`src/rtl/systolic_drain_ctrl_pkg.sv`:
```
// Shared types for the systolic drain controller: 2-bit FSM encoding and row-index width helpers.
package systolic_drain_ctrl_pkg;

    typedef enum logic [1:0] {
        IDLE   = 2'd0,
        DRAIN  = 2'd1,
        CLEAR  = 2'd2,
        FINISH = 2'd3
    } drain_state_t;

    localparam int DIMENSION_DEF = 16;
    localparam int ROW_W         = $clog2(DIMENSION_DEF);

    // A single-row array still needs a 1-bit row select.
    function automatic int row_width(input int dim);
        return (dim > 1) ? $clog2(dim) : 1;
    endfunction

endpackage

```
`src/rtl/systolic_drain_ctrl_rise_detect.sv`:
```
// Registers fill_done and flags a rising edge; a level that is already high out of reset is not an edge.
module rise_detect (
    input  logic clk,
    input  logic rst,
    input  logic i_level,
    output logic o_rise
);

    // Holds "previous sample was low"; clearing it in reset blocks a spurious start from a held level.
    logic r_prev_low;

    always_ff @(posedge clk or negedge rst) begin
        if (!rst) begin
            r_prev_low <= 1'b0;
        end else begin
            r_prev_low <= ~i_level;
        end
    end

    assign o_rise = i_level & r_prev_low;

endmodule

```
`src/rtl/systolic_drain_ctrl.sv`:
```
// Drains a filled systolic array row by row into an output buffer, then clears the PE accumulators.
// Optional stall abort is enabled with macro DRAIN_TIMEOUT_EN.
//
// state  | meaning
// IDLE   | waiting for a fresh fill_done rise
// DRAIN  | presenting row_sel/wr_addr, advancing on out_ready
// CLEAR  | one-cycle accumulator clear
// FINISH | one-cycle drain_done pulse
module systolic_drain_ctrl
    import systolic_drain_ctrl_pkg::*;
#(
    parameter int Dimension = 16,
    parameter int ADDR_W    = 10,
    parameter int TIMEOUT   = 1024
) (
    input  logic                           clk,
    input  logic                           rst,
    input  logic                           fill_done,
    input  logic [ADDR_W-1:0]              base_addr,
    input  logic                           out_ready,
    output logic [row_width(Dimension)-1:0] row_sel,
    output logic                           out_valid,
    output logic [ADDR_W-1:0]              wr_addr,
    output logic                           wr_en,
    output logic                           acc_clear,
    output logic                           busy,
    output logic                           drain_done,
`ifdef DRAIN_TIMEOUT_EN
    output logic                           timeout_err,
`endif
    output logic                           overrun_err
);

    localparam int                LP_ROW_W = row_width(Dimension);
    localparam logic [LP_ROW_W-1:0] LAST_ROW = LP_ROW_W'(Dimension - 1);

    drain_state_t          r_state;
    logic [LP_ROW_W-1:0]   r_row_sel;
    logic [ADDR_W-1:0]     r_wr_addr;
    logic                  r_overrun;
    logic                  w_rise;

`ifdef DRAIN_TIMEOUT_EN
    localparam int              TO_W    = $clog2(TIMEOUT + 1);
    localparam logic [TO_W-1:0] TO_LOAD = TO_W'(TIMEOUT - 1);
    logic [TO_W-1:0] r_stall;
    logic            r_timeout;
`endif

    rise_detect u_rise_detect (
        .clk     (clk),
        .rst     (rst),
        .i_level (fill_done),
        .o_rise  (w_rise)
    );

    always_ff @(posedge clk or negedge rst) begin
        if (!rst) begin
            r_state   <= IDLE;
            r_row_sel <= '0;
            r_wr_addr <= '0;
            r_overrun <= 1'b0;
`ifdef DRAIN_TIMEOUT_EN
            r_stall   <= '0;
            r_timeout <= 1'b0;
`endif
        end else begin
            // Any rise outside IDLE (FINISH included) is dropped but remembered.
            if (w_rise && (r_state != IDLE)) begin
                r_overrun <= 1'b1;
            end
            case (r_state)
                IDLE: begin
                    if (w_rise) begin
                        r_state   <= DRAIN;
                        r_row_sel <= '0;
                        r_wr_addr <= base_addr;
`ifdef DRAIN_TIMEOUT_EN
                        r_stall   <= TO_LOAD;
`endif
                    end
                end
                DRAIN: begin
                    if (out_ready) begin
                        r_row_sel <= r_row_sel + 1'b1;
                        r_wr_addr <= r_wr_addr + 1'b1;
`ifdef DRAIN_TIMEOUT_EN
                        r_stall   <= TO_LOAD;
`endif
                        if (r_row_sel == LAST_ROW) begin
                            r_state <= CLEAR;
                        end
                    end
`ifdef DRAIN_TIMEOUT_EN
                    else if (r_stall == '0) begin
                        r_state   <= IDLE;
                        r_timeout <= 1'b1;
                    end else begin
                        r_stall <= r_stall - 1'b1;
                    end
`endif
                end
                CLEAR:   r_state <= FINISH;
                FINISH:  r_state <= IDLE;
                default: r_state <= IDLE;
            endcase
        end
    end

    assign row_sel     = r_row_sel;
    assign wr_addr     = r_wr_addr;
    assign out_valid   = (r_state == DRAIN);
    assign wr_en       = out_valid & out_ready;
    assign acc_clear   = (r_state == CLEAR);
    assign drain_done  = (r_state == FINISH);
    assign busy        = (r_state != IDLE);
    assign overrun_err = r_overrun;
`ifdef DRAIN_TIMEOUT_EN
    assign timeout_err = r_timeout;
`endif

endmodule

```
`config.mk`:
```
export PLATFORM = sky130hd
export DESIGN_NAME = systolic_drain_ctrl
export DESIGN_NICKNAME = d
export VERILOG_FILES = /design/src/rtl/systolic_drain_ctrl_pkg.sv /design/src/rtl/systolic_drain_ctrl_rise_detect.sv /design/src/rtl/systolic_drain_ctrl.sv
export SDC_FILE = /design/constraint.sdc
export NUM_CORES = 1
export LEC_CHECK = 0
export ABC_CLOCK_PERIOD_IN_PS = 1700
export CAP_MARGIN = 10
export CELL_PAD_IN_SITES_DETAIL_PLACEMENT = 0
export CELL_PAD_IN_SITES_GLOBAL_PLACEMENT = 1
export CORE_ASPECT_RATIO = 2
export CORE_MARGIN = 3
export CORE_UTILIZATION = 30
export DETAILED_ROUTE_END_ITERATION = 16
export PLACE_DENSITY = 0.77
export SETUP_SLACK_MARGIN = 0.02
export SYNTH_ARGS = -nofsm -noshare
export SYNTH_HDL_FRONTEND = slang
export SYNTH_SLANG_ARGS = --single-unit
```
`constraint.sdc`:
```
create_clock -name clk -period 1.7 [get_ports clk]
set_input_delay 0.34 -clock clk [delete_from_list [all_inputs] [get_ports clk]]
set_output_delay 0.34 -clock clk [all_outputs]
set_load 0.02 [all_outputs]
```
==> results of run 1 <==
## kinds of logic after synthesis
group                    Yosys count  share of synthesized area (%)
AO/OA/AOI/OAI                     29                          17.99
adder cells (fa/ha/maj)            7                          8.073
buffers and inverters             11                          5.304
flip-flops                        18                          41.52
multiplexers                       4                          4.152
AND/OR/NAND/NOR                   50                          22.95
## per-layer routing
layer / global-route usage (%) / vias up
met4: 6.651 / 0
met3: 3.284 / 8
met5: 0 / -
li1: - / 548
met1: 14.95 / 537
met2: 29.38 / 27
## layout by cell type (no fill, tap or decap), types with 5 or more instances in the layout
master	synthesis	routed
a21oi_1	5	5
buf_4	0	19
clkdlybuf4s50_1	0	19
dfrtp_1	18	17
dlygate4sd2_1	0	5
dlymetal6s2s_1	0	5
ha_1	7	5
nand2_1	11	11
nand4_1	6	6
nor2_1	10	9
nor3_1	12	8
o21ai_0	9	8
## path summary, 6_finish.rpt
kind	cells after the start	slack, ps	from	to
min	2	420	rst	wr_addr[1]
max	3	60	r_state[1]	out_valid
max in group asynchronous	2	1060	rst	r_state[0]
min reg2reg	1	470	overrun_err	overrun_err
max reg2reg	7	90	r_state[1]	wr_addr[3]
min in group clk	1	470	overrun_err	overrun_err
## sequential cells by signal, summed over array words and instances (netlist names)
register / cells
row_sel: 4
overrun_err: 1
u_rise_detect.r_prev_low: 1
r_state: 2
wr_addr: 10
## Yosys cell counts, drive strengths merged, types with 3 or more instances
cell / instances / area (µm²)
nand2: 11 / 41.29
and4: 3 / 26.28
o22ai: 3 / 18.77
nand3: 3 / 15.01
nand4: 6 / 37.54
inv: 6 / 22.52
buf: 3 / 27.52
mux2i: 3 / 33.78
nor2: 10 / 37.54
o21ai: 9 / 45.04
dfrtp: 18 / 450.4
nor3: 12 / 60.06
ha: 7 / 87.58
a21oi: 5 / 25.02
## critical path, cell delays in order, from the launching register on
cell,delay [ps]
dfrtp_1,390
inv_2,110
ha_4,190
dlygate4sd2_1,350
## repair_timing
item / in CTS / in global routing
endpoints found under the setup margin: 21 / 19
resized for setup: 18 / 20
pin swaps: 1 / 0
## metrics by stage
step / setup slack, ps / instance area (µm²) / hold WS (ps) / cells / utilization, %
after global placement: -171.9 / 1625 / 458.0 / 217 / 47.58
after global routing: 7.150 / 1707 / 460.5 / 220 / 49.96
final: 58.59 / 1707 / 416.3 / 220 / 49.96
after CTS: 13.52 / 1674 / 429.4 / 220 / 49.01
after detailed placement: -177.3 / 1625 / 455.1 / 217 / 47.58
after floorplan: 44.66 / 1109 / 44.41 / 119 / -
## power by group through the flow
stage               combinational [mW]  clock [mW]  sequential [mW]
floorplan                         1.01           0            0.956
global placement                  2.02           0            0.817
detailed placement                2.06           0            0.830
CTS                               2.06       0.308            0.826
global route                      2.29       0.326            0.871
finish                            2.09       0.301            0.830
## final cells by class
type                       instances  area [µm²]
clock buffer                       3       41.29
inverter                           7       28.78
sequential                        18       451.7
multi-input combinational         90       643.1
fill                             318        1709
tap                               48       60.06
timing repair buffer              54       481.7
==> results by group, run 1 <==
Status
  – Outcome: finished, final reports clean

Routing
  – Highest routed layer: met4
  – Routed WL per cell: 14.14 µm
  – Met3 WL post-DR: 143 µm
  – Post-route met1 wirelength: 1.113 mm
  – Routed wire length: 3.111 mm
  – DRT iter0 DRCs: 12
  – Metal2 WL: 1.782 mm
  – DRC Markers: 0
  – DR pass1 iterations: 4
  – Vias per std cell: 5.091
  – Post-route ant nets: 0
  – Via count: 1120

Global routing
  – Initial antenna violation count: 0
  – Largest net degree at the start of global routing: 19
  – Grt total ovfl: 0
  – Vias in the first global route: 1209
  – GRT Util Overall: 15.21%
  – First-pass GRT wire length: 5.361 mm

Setup path
  – Critical path class: register to output pin
  – Worst setup SP type: register
  – Critical Path RT: 1360 ps
  – CP Max Fanout: 6
  – Crit. End Element: output pin
  – Crit path DAT: 1300 ps

Clock network
  – Cts bufs inserted: 3
  – Clock-pin slew on the worst setup and hold paths: 70 ps
  – Hold buffer count at CTS: 0
  – Worst-Skew Late Latency: 250 ps
  – Clock tree sinks: 18
  – CTS H-tree lvls: 1
  – Setup bufs post-CTS: 0
  – CTS max path bufs: 2
  – CTS root buffer: clkbuf_8
  – TritonCTS clock tree: done

Power
  – Internal power: 1.788 mW
  – Maximum VDD drop: 1.044 mV
  – Psw: 1.433 mW
  – Pleak: 0.7717 nW
  – Pwr per Cell Area: 1887 nW/µm²
  – Total power draw: 3.221 mW
  – Clock power frac: 9.4%
  – Sequential share of power: 25.8%
  – Logic pwr share: 64.9%
  – Sw Ratio: 44.49%

Yosys
  – Post-synthesis cell count: 119
  – Syn Nets: 140
  – Mean Syn Cell Area: 9.116 µm²
  – Synth async-reset ratio: 100.0%
  – Post-synthesis cell area: 1085 µm²
  – Post-synthesis cell type count: 33
  – Post-synth EDFFs: 0
  – Yosys warning count: 0
  – Yosys reg bits: 18
  – Ys flop type: dfrtp_1
  – Seq/Total Area, Yosys: 41.52%

Cells and area
  – # nets final: 195
  – Antenna cells: 0
  – Layout cells sized above 1: 26.16%
  – Area Growth Syn to Fin: 57.32%

STA
  – Fmax: 0.6092 GHz
  – Final Hold Viols: 0
  – Max-slew violation count: 0
  – Worst-Margin Slew: 290.7 ps
  – RSZ-0062 raised after global routing: no
  – Tcrit/Tclk final: 96.55%
  – Clock Skew: 3.618 ps
  – Final Setup Violations: 0
  – Setup TNS: 0 ps
  – Fin crit period: 1641 ps
  – Slew margin rel.: 80.62%

Place
  – HPWL Detailed: 2.413 mm
  – Placer Congestion: 0.7669
  – # port buffers: 33

Min path
  – Hold Path Class: input port to async pin

Floorplan
  – Die Y: 91.04 µm
  – Die area: 4417 µm²
  – Core Rows: 30
  – I/O Pins: 34
  – CORE AREA: 3416 µm²
  – Die Width: 48.52 µm
  – Starting Density: 31.76%

Run
  – Max_cap viols: 0
Note: power is estimated with default switching activity, not from simulation.
==> run 2, diff against run 1 <==
Settings changed: ABC_CLOCK_PERIOD_IN_PS 1700 to 1600, CORE_UTILIZATION 30 to 33, PLACE_DENSITY 0.77 to 0.8.
Clock period 1.7 ns to 1.6 ns, I/O delays scaled along.
==> results by group, run 2 (synthesis results as in run 1) <==
Routing
  – Via count: 1137
  – Routed wire length: 3.128 mm
  – DR pass1 iterations: 4
  – DRC Markers: 0
  – Post-route ant nets: 0
  – Vias per std cell: 5.546
  – Routed WL per cell: 15.26 µm
  – DRT iter0 DRCs: 34

Setup path
  – CP Max Fanout: 6
  – Worst setup SP type: register
  – CP startpoint: r_state[0]
  – Crit. End Element: register
  – Reg2reg start: r_state[0]
  – Critical Path RT: 1750 ps
  – Critical path class: register to register
  – Crit path DAT: 1730 ps

Cells and area
  – Fill count: 291
  – Layout cells sized above 1: 28.00%
  – Commonest non-fill, non-tap cells in the layout: buf_4, clkdlybuf4s50_1, dfrtp_1
  – Antenna cells: 0
  – Area Growth Syn to Fin: 59.17%
  – Max FFs per register: 10
  – Post-Layout Cell Count: 205
  – Commonest non-fill, non-tap cell in the layout: buf_4
  – # nets final: 197

Power
  – Pleak: 0.7562 nW
  – Psw: 1.560 mW
  – Pwr per Cell Area: 2063 nW/µm²
  – Logic pwr share: 66.1%
  – Sw Ratio: 43.81%
  – Maximum VDD drop: 1.359 mV
  – Sequential share of power: 23.4%
  – Internal power: 2.001 mW
  – Clock power frac: 10.5%

STA
  – RSZ-0062 raised after global routing: yes
  – Tcrit/Tclk final: 98.78%
  – Worst-Margin Slew: 251.4 ps
  – Slew margin rel.: 83.09%
  – Max-slew violation count: 0
  – Fmax: 0.6327 GHz
  – Fin crit period: 1580 ps
  – Final Setup Violations: 0
  – Fin worst setup slack: 19.59 ps
  – Clock Skew: 2.435 ps
  – Final Hold Viols: 0
  – Setup TNS: 0 ps

Min path
  – Hold Path Class: input port to async pin

Run
  – Max_cap viols: 0

Clock network
  – CTS max path bufs: 2
  – CTS root buffer: clkbuf_8
  – Clock-pin slew on the worst setup and hold paths: 70 ps
  – Cts bufs inserted: 3
  – TritonCTS clock tree: done
  – Worst-Skew Late Latency: 250 ps
  – Clock tree sinks: 18
  – CTS H-tree lvls: 1

Place
  – # port buffers: 33
  – Placer Congestion: 0.8507
  – Inst Count DP: 198
  – Pre-CTS setup slack: -228.0 ps
  – HPWL Detailed: 2.272 mm

Global routing
  – Initial antenna violation count: 0
  – Vias in the first global route: 1134
  – Grt total ovfl: 0
  – GRT Util Overall: 16.60%
  – First-pass GRT wire length: 5.002 mm
  – Largest net degree at the start of global routing: 19

Floorplan
  – Die Width: 46.54 µm
  – Starting Density: 35.59%
  – CORE AREA: 3048 µm²
  – I/O Pins: 34
  – Die Y: 87.08 µm
  – Core Rows: 28
  – Die area: 4053 µm²

Status
  – Outcome: finished, final reports clean
[run 2: changes by cell type in the layout (fill, tap and decap cells not counted), sizes merged]
cell and change:
dlymetal6s2s -4, clkinv -1, buf +5, dlygate4sd2 +5
clkbuf -2, clkdlybuf4s50 -2, clkinvlp +1, clkdlybuf4s15 +1
[run 2: layer usage]
| layer | vias up | share of wire [%] | track usage (%) |
|---|---|---|---|
| met2 | 39 | 55 | 29.52 |
| met5 | - | 0 | 0 |
| met3 | 7 | 5.0 | 2.692 |
| met4 | 0 | 2.0 | 6.736 |
| met1 | 539 | 38 | 18.31 |
| li1 | 552 | - | - |
[run 2: path summary, 6_finish.rpt]
check | endpoint | slack [ps] | cells past startpoint
worst max-delay path | wr_addr[3] | 20 | 8
min in group clk | overrun_err | 470 | 1
worst min-delay path | wr_addr[7] | 400 | 2
worst max register to register | wr_addr[3] | 20 | 8
max in group asynchronous | r_state[0] | 980 | 2
worst min register to register | overrun_err | 470 | 1
[run 2: timing repair]
action / CTS / global route
cloned: 1 / 0
hold buffers: 0 / 0
endpoints found under the setup margin: 29 / 18
setup buffers: 1 / 1
pin swaps: 1 / 0
resized for setup: 37 / 11
[run 2: critical path, stage by stage, from the launching register on]
cell and delay, ps:
dfrtp_2 410, inv_2 70, ha_4 180, buf_12 120
mux2i_4 200, nor2_2 70, buf_6 140, o22a_1 190
o21a_1 100
[run 2: layout make-up]
type	instances	area, µm²	area share, %
multi-input cells	90	644.4	37.32
well taps	30	37.54	2.174
flip-flops and latches	18	451.7	26.16
clock buffers	4	55.05	3.188
repair buffers	56	508.0	29.42
inverters	7	30.03	1.739
[run 2: power by group through the flow]
stage / clock, mW / combinational [mW] / sequential [mW]
2_1_floorplan: 0 / 1.12 / 1.02
3_5_place_dp: 0 / 2.25 / 0.842
6_report: 0.375 / 2.35 / 0.833
3_3_place_gp: 0 / 2.21 / 0.831
4_1_cts: 0.387 / 2.27 / 0.832
5_1_grt: 0.400 / 2.55 / 0.862
[run 2: stage by stage]
| step | cell area, µm² | total power [mW] | utilization [%] | hold slack (ps) |
|---|---|---|---|---|
| floorplan | 1126 | 2.139 | - | 24.41 |
| global route | 1727 | 3.815 | 56.65 | 407.7 |
| detailed placement | 1625 | 3.094 | 53.33 | 459.9 |
| CTS | 1687 | 3.494 | 55.34 | 403.3 |
| finish | 1727 | 3.561 | 56.65 | 396.5 |
| global placement | 1625 | 3.046 | 53.33 | 453.0 |
